--- config.mk ---
export PLATFORM = sky130hd
export DESIGN_NAME = corr_out_fifo
export DESIGN_NICKNAME = d
export VERILOG_FILES = /design/src/rtl/corr_out_fifo.sv
export SDC_FILE = /design/constraint.sdc
export NUM_CORES = 1
export LEC_CHECK = 0
export CELL_PAD_IN_SITES_DETAIL_PLACEMENT = 1
export CELL_PAD_IN_SITES_GLOBAL_PLACEMENT = 1
export CORE_UTILIZATION = 40
export CTS_CLUSTER_DIAMETER = 80
export CTS_CLUSTER_SIZE = 40
export DETAILED_ROUTE_END_ITERATION = 8
export GPL_TIMING_DRIVEN = 0
export PLACE_DENSITY = 0.77
export SLEW_MARGIN = 0
export SYNTH_ARGS = -nofsm -noshare
export SYNTH_HDL_FRONTEND = slang
export SYNTH_SLANG_ARGS = --single-unit
--- constraint.sdc ---
create_clock -name clk -period 2.9 [get_ports clk]
set_clock_uncertainty 0.05 [all_clocks]
set_input_delay 0.29 -clock clk [delete_from_list [all_inputs] [get_ports clk]]
set_output_delay 0.29 -clock clk [all_outputs]
set_load 0.05 [all_outputs]
--- src/rtl/corr_out_fifo.sv ---
// Correlator output capture FIFO: timestamps detections (every cycle or the peak
// |in| of each detect burst) into a first-word-fall-through queue with sticky overflow.
module corr_out_fifo #(
   parameter int unsigned W         = 14,
   parameter int unsigned DEPTH     = 4,
   parameter int unsigned TSW       = 16,
   parameter int unsigned PEAK_MODE = 0
) (
   input  logic                         clk,
   input  logic                         rst,
   input  logic                         ena,
   input  logic [W-1:0]                 in,
   input  logic                         detect,
   input  logic                         out_ready,
   input  logic                         clr_ovf,
   output logic                         out_valid,
   output logic [W-1:0]                 out,
   output logic [TSW-1:0]               out_ts,
   output logic [$clog2(DEPTH):0]       level,
   output logic                         ovf
);

   localparam int unsigned AW = $clog2(DEPTH);
   localparam int unsigned LW = AW + 1;

   typedef enum logic {
      IDLE  = 1'b0,
      TRACK = 1'b1
   } state_t;

   state_t          state_q, state_d;
   logic [W-1:0]    peak_q, peak_d;
   logic [TSW-1:0]  peak_ts_q, peak_ts_d;
   logic [TSW-1:0]  ts_q, ts_d;
   logic [AW-1:0]   wr_ptr_q, wr_ptr_d;
   logic [AW-1:0]   rd_ptr_q, rd_ptr_d;
   logic [LW-1:0]   level_q, level_d;
   logic            ovf_q, ovf_d;
   logic [W-1:0]    mem_q [DEPTH];
   logic [W-1:0]    mem_d [DEPTH];
   logic [TSW-1:0]  mem_ts_q [DEPTH];
   logic [TSW-1:0]  mem_ts_d [DEPTH];

   logic            push_req;
   logic [W-1:0]    push_data;
   logic [TSW-1:0]  push_ts;
   logic            empty, full, pop, push, ovf_set;

   // Magnitude one bit wider than the sample so the most negative value is representable.
   function automatic logic [W:0] mag(input logic [W-1:0] x);
      logic [W:0] xe;
      xe = {x[W-1], x};
      return xe[W] ? (W+1)'(~xe + (W+1)'(1)) : xe;
   endfunction

   // Capture selection: direct per-cycle push, or peak tracking across a detect burst.
   always_comb begin
      state_d   = state_q;
      peak_d    = peak_q;
      peak_ts_d = peak_ts_q;
      push_req  = 1'b0;
      push_data = in;
      push_ts   = ts_q;
      ts_d      = ena ? TSW'(ts_q + TSW'(1)) : ts_q;
      if (PEAK_MODE == 0) begin
         push_req = ena & detect;
      end else if (ena) begin
         case (state_q)
            IDLE: begin
               if (detect) begin
                  state_d   = TRACK;
                  peak_d    = in;
                  peak_ts_d = ts_q;
               end
            end
            TRACK: begin
               if (detect) begin
                  if (mag(in) > mag(peak_q)) begin
                     peak_d    = in;
                     peak_ts_d = ts_q;
                  end
               end else begin
                  push_req  = 1'b1;
                  push_data = peak_q;
                  push_ts   = peak_ts_q;
                  state_d   = IDLE;
               end
            end
            default: state_d = IDLE;
         endcase
      end
   end

   // FIFO bookkeeping; a pop frees the slot for a same-cycle push even when full.
   always_comb begin
      empty    = (level_q == '0);
      full     = (level_q == LW'(DEPTH));
      pop      = out_ready & ~empty;
      push     = push_req & (~full | pop);
      ovf_set  = push_req & full & ~pop;
      level_d  = LW'(level_q + LW'(push) - LW'(pop));
      wr_ptr_d = push ? AW'(wr_ptr_q + AW'(1)) : wr_ptr_q;
      rd_ptr_d = pop  ? AW'(rd_ptr_q + AW'(1)) : rd_ptr_q;
      ovf_d    = ovf_set ? 1'b1 : (clr_ovf ? 1'b0 : ovf_q);
      mem_d    = mem_q;
      mem_ts_d = mem_ts_q;
      if (push) begin
         mem_d[wr_ptr_q]    = push_data;
         mem_ts_d[wr_ptr_q] = push_ts;
      end
   end

   always_ff @(posedge clk) begin
      if (rst) begin
         state_q   <= IDLE;
         peak_q    <= '0;
         peak_ts_q <= '0;
         ts_q      <= '0;
         wr_ptr_q  <= '0;
         rd_ptr_q  <= '0;
         level_q   <= '0;
         ovf_q     <= 1'b0;
      end else begin
         state_q   <= state_d;
         peak_q    <= peak_d;
         peak_ts_q <= peak_ts_d;
         ts_q      <= ts_d;
         wr_ptr_q  <= wr_ptr_d;
         rd_ptr_q  <= rd_ptr_d;
         level_q   <= level_d;
         ovf_q     <= ovf_d;
      end
   end

   // Storage is not reset; validity is tracked by the pointers and level alone.
   always_ff @(posedge clk) begin
      mem_q    <= mem_d;
      mem_ts_q <= mem_ts_d;
   end

   assign out_valid = ~empty;
   assign out       = empty ? '0 : mem_q[rd_ptr_q];
   assign out_ts    = empty ? '0 : mem_ts_q[rd_ptr_q];
   assign level     = level_q;
   assign ovf       = ovf_q;

endmodule

==> impl_metrics.env <==
export IMPL_yosysTopAreaCell="edfxtp_1"
export IMPL_p_switching_w=0.00231
export IMPL_synth_avg_cell_area_um2=17.7
export IMPL_grtUsageTotal=0.179
export IMPL_p_leak_nw=2.49
export IMPL_netlist_area_mm2=0.00568
export IMPL_cts_buffers_inserted=17
export IMPL_relSlewSlack=0.413
export IMPL_post_cts_resized=33
export IMPL_ir_worst_vdd_mv=0.450
export IMPL_cell_internal_pwr_w=0.00468
export IMPL_finalHoldViolations=0
export IMPL_drt_iter0_markers=317
export IMPL_yosysMostFrequentCell="edfxtp_1"
export IMPL_die_x_um=121
export IMPL_rows=43
export IMPL_ant_nets=0
export IMPL_r2r_end="level[2]"
export IMPL_synthXorXnorAreaFrac=0.0231
export IMPL_slew_viol_final=0
export IMPL_min_path_cells=3
export IMPL_reg2reg_slack_ps=330
export IMPL_initial_core_util=0.410
export IMPL_synth_cells=322
export IMPL_synth_simple_area_share=0.0905
export IMPL_path_clk_slew_ps=60
export IMPL_clockBufferDepth=2
export IMPL_hold_start="rst"
export IMPL_io_pins=55
export IMPL_crit_arrival_ps=2420
export IMPL_htree_levels=4
export IMPL_power_frac_comb=0.314
export IMPL_postCtsSetupRepairBufs=0
export IMPL_p_clk_frac=0.346
export IMPL_async_reset_ff_frac=0
export IMPL_hp_class="input port to flip-flop"
export IMPL_place_inst=555
export IMPL_hpwl_um=7100
export IMPL_place_congestion=0.724
export IMPL_status="finished, final reports clean"
export IMPL_ys_seq_area_frac=0.718
export IMPL_yosys_area_share_adder=0.0189
export IMPL_grtUsageMet1=0.211
export IMPL_use_met3=0.0437
export IMPL_rsz0062_at_grt="false"
export IMPL_holdBufCountCts=0
export IMPL_r2r_cells=11
export IMPL_timing_rr_start="level[1]"
export IMPL_cts_num_sinks=144
export IMPL_wl_per_cell_um=20.2
export IMPL_muxShareOfSynthArea=0.127
export IMPL_grt_use_met2=0.313
export IMPL_ys_seq_elements=144
export IMPL_synth_warning_count=0
export IMPL_crit_required_ps=2560
export IMPL_whs_endpoint="push_ts[14]"
export IMPL_io_buffers=53
export IMPL_drv_cap=0
export IMPL_vias=3015
export IMPL_final_util=0.510
export IMPL_crit_type="flip-flop to primary output"
export IMPL_vias_per_cell=5.14
export IMPL_drt_pass1_iter_count=4
export IMPL_fin_tns_setup_ps=0
export IMPL_p_sw_frac=0.331
export IMPL_synth_ff_type="edfxtp_1"
export IMPL_p_seq_frac=0.340
export IMPL_cp_max_fo=10
export IMPL_diodes=0
export IMPL_antenna_found_initial=0
export IMPL_layout_nets=422
export IMPL_core_area_mm2=0.0139
export IMPL_min_period_over_period=0.951
export IMPL_p_per_area_mw_per_mm2=987
export IMPL_area_growth_pct=24.7
export IMPL_fmax_mhz=363
export IMPL_synth_edff_count=120
export IMPL_yosys_top_cells_count="edfxtp_1 (120), and2_1 (35), mux4_2 (30), dfxtp_1 (24), nor2_1 (22)"
export IMPL_synthDistinctLibCells=33
export IMPL_cts_root_buffer="clkbuf_16"
export IMPL_yosysTopAreaCellShare=0.634
export IMPL_worst_pin_slew_ps=881
export IMPL_layout_drive_gt1_share=0.184
export IMPL_grt_max_degree=31
export IMPL_syn_nets=350
export IMPL_grt_pass1_wl_um=18900
export IMPL_synth_compound_area_frac=0.00748
export IMPL_cts_tree="done"
export IMPL_crit_path_end_kind="primary output"
export IMPL_grt_pass1_vias=3331
export IMPL_dieArea_mm2=0.0147
export IMPL_clkLatencyLatePin_ps=410
export IMPL_finalCriticalPeriod_ps=2760
export IMPL_yosys_top_cells_area="edfxtp_1 (63%), mux4_2 (12%), dfxtp_1 (8.5%)"
export IMPL_setup_violations=0
export IMPL_critPathLaunchType="flip-flop"
export IMPL_synth_top_family_by_area="multiplexers"
export IMPL_top_usage_layer="met2"
export IMPL_routed_wl_um=11900
export IMPL_instances_no_fill=587
export IMPL_grt_overflow=0
export IMPL_fp_dieH_um=121
export IMPL_drc_errors=0
[layer usage]
layer	share of wire	vias up
li1	-	1377
met1	0.41	1552
met2	0.53	73
met3	0.043	13
met4	0.014	0
met5	0	-
[power groups by stage]
stage               combinational, W  sequential [W]  clock (W)
floorplan                    0.00157         0.00246          0
global placement             0.00232         0.00241          0
detailed placement           0.00235         0.00241          0
CTS                          0.00223         0.00237    0.00245
global route                 0.00233         0.00238    0.00252
finish                       0.00220         0.00238    0.00242
[flip-flops by register name, indices dropped and copies added (netlist names)]
| register | count |
|---|---|
| mem_ts_q | 64 |
| mem_q | 56 |
| push_ts | 16 |
| level | 3 |
| rd_ptr_q | 2 |
| wr_ptr_q | 2 |
| ovf | 1 |
[metrics by stage]
stage | power (W) | hold slack, ps | setup slack [ps] | cell area (µm²)
floorplan | 0.00402 | 339 | 277 | 5680
global placement | 0.00473 | 452 | -384 | 6440
detailed placement | 0.00476 | 469 | -342 | 6440
CTS | 0.00705 | 326 | 26.6 | 7080
global route | 0.00723 | 362 | 17.2 | 7090
finish | 0.00699 | 329 | 142 | 7090
[critical path, stage by stage, from the launching register on]
cell	delay, ps
dfxtp_1	320
buf_2	190
buf_2	350
mux4_2	550
and2_1	170
dlygate4sd2_1	430
[layout make-up]
cell class / count / area (µm²)
inverters: 7 / 26.3
well taps: 180 / 225
multi-input cells: 157 / 1530
clock buffers: 20 / 447
fillers: 1293 / 6800
plain buffers: 14 / 66.3
clock inverters: 12 / 214
repair buffers: 53 / 497
flip-flops and latches: 144 / 4080
[how the worst max path moves through the flow]
| stage | cells past startpoint | endpoint | slack, ps | startpoint |
|---|---|---|---|---|
| finish | 5 | out[11] | 140 | rd_ptr_q[0] |
| floorplan | 11 | level[2] | 280 | level[2] |
| detailed placement | 12 | level[2] | -340 | out_ready |
| global route | 4 | out_ts[7] | 20 | level[1] |
| CTS | 11 | level[2] | 30 | level[1] |
| global placement | 5 | mem_ts_q[59] | -380 | ena |
[cell usage in the layout, fill, tap and decap left out, types with 3 or more instances in the layout]
master             n
dlygate4sd2_1     29
nand3_1            6
clkbuf_16         17
and2_1            31
nor3_1             3
nor2b_1            4
nand4_1            5
edfxtp_1         120
clkdlybuf4s50_1   23
inv_1              7
buf_2              4
xnor2_1            7
ha_1               7
and2_2             4
nand2_1            7
dfxtp_1           24
mux4_2            30
bufinv_16          6
clkbuf_1           7
mux2_2             3
nor2_1            22
a21oi_1            3
xor2_1             8
[logic make-up (layout without fill, tap and decap cells)]
group,after synthesis,count (layout)
and+or+nand+nor,93,93
buffers and inverters,21,106
muxes,34,34
xor gates and xnor gates,15,15
adders and majority gates,8,8
AOI/OAI and AO/OA,7,7
DFF,144,144
No activity file was read; power rests on OpenSTA's default activity.
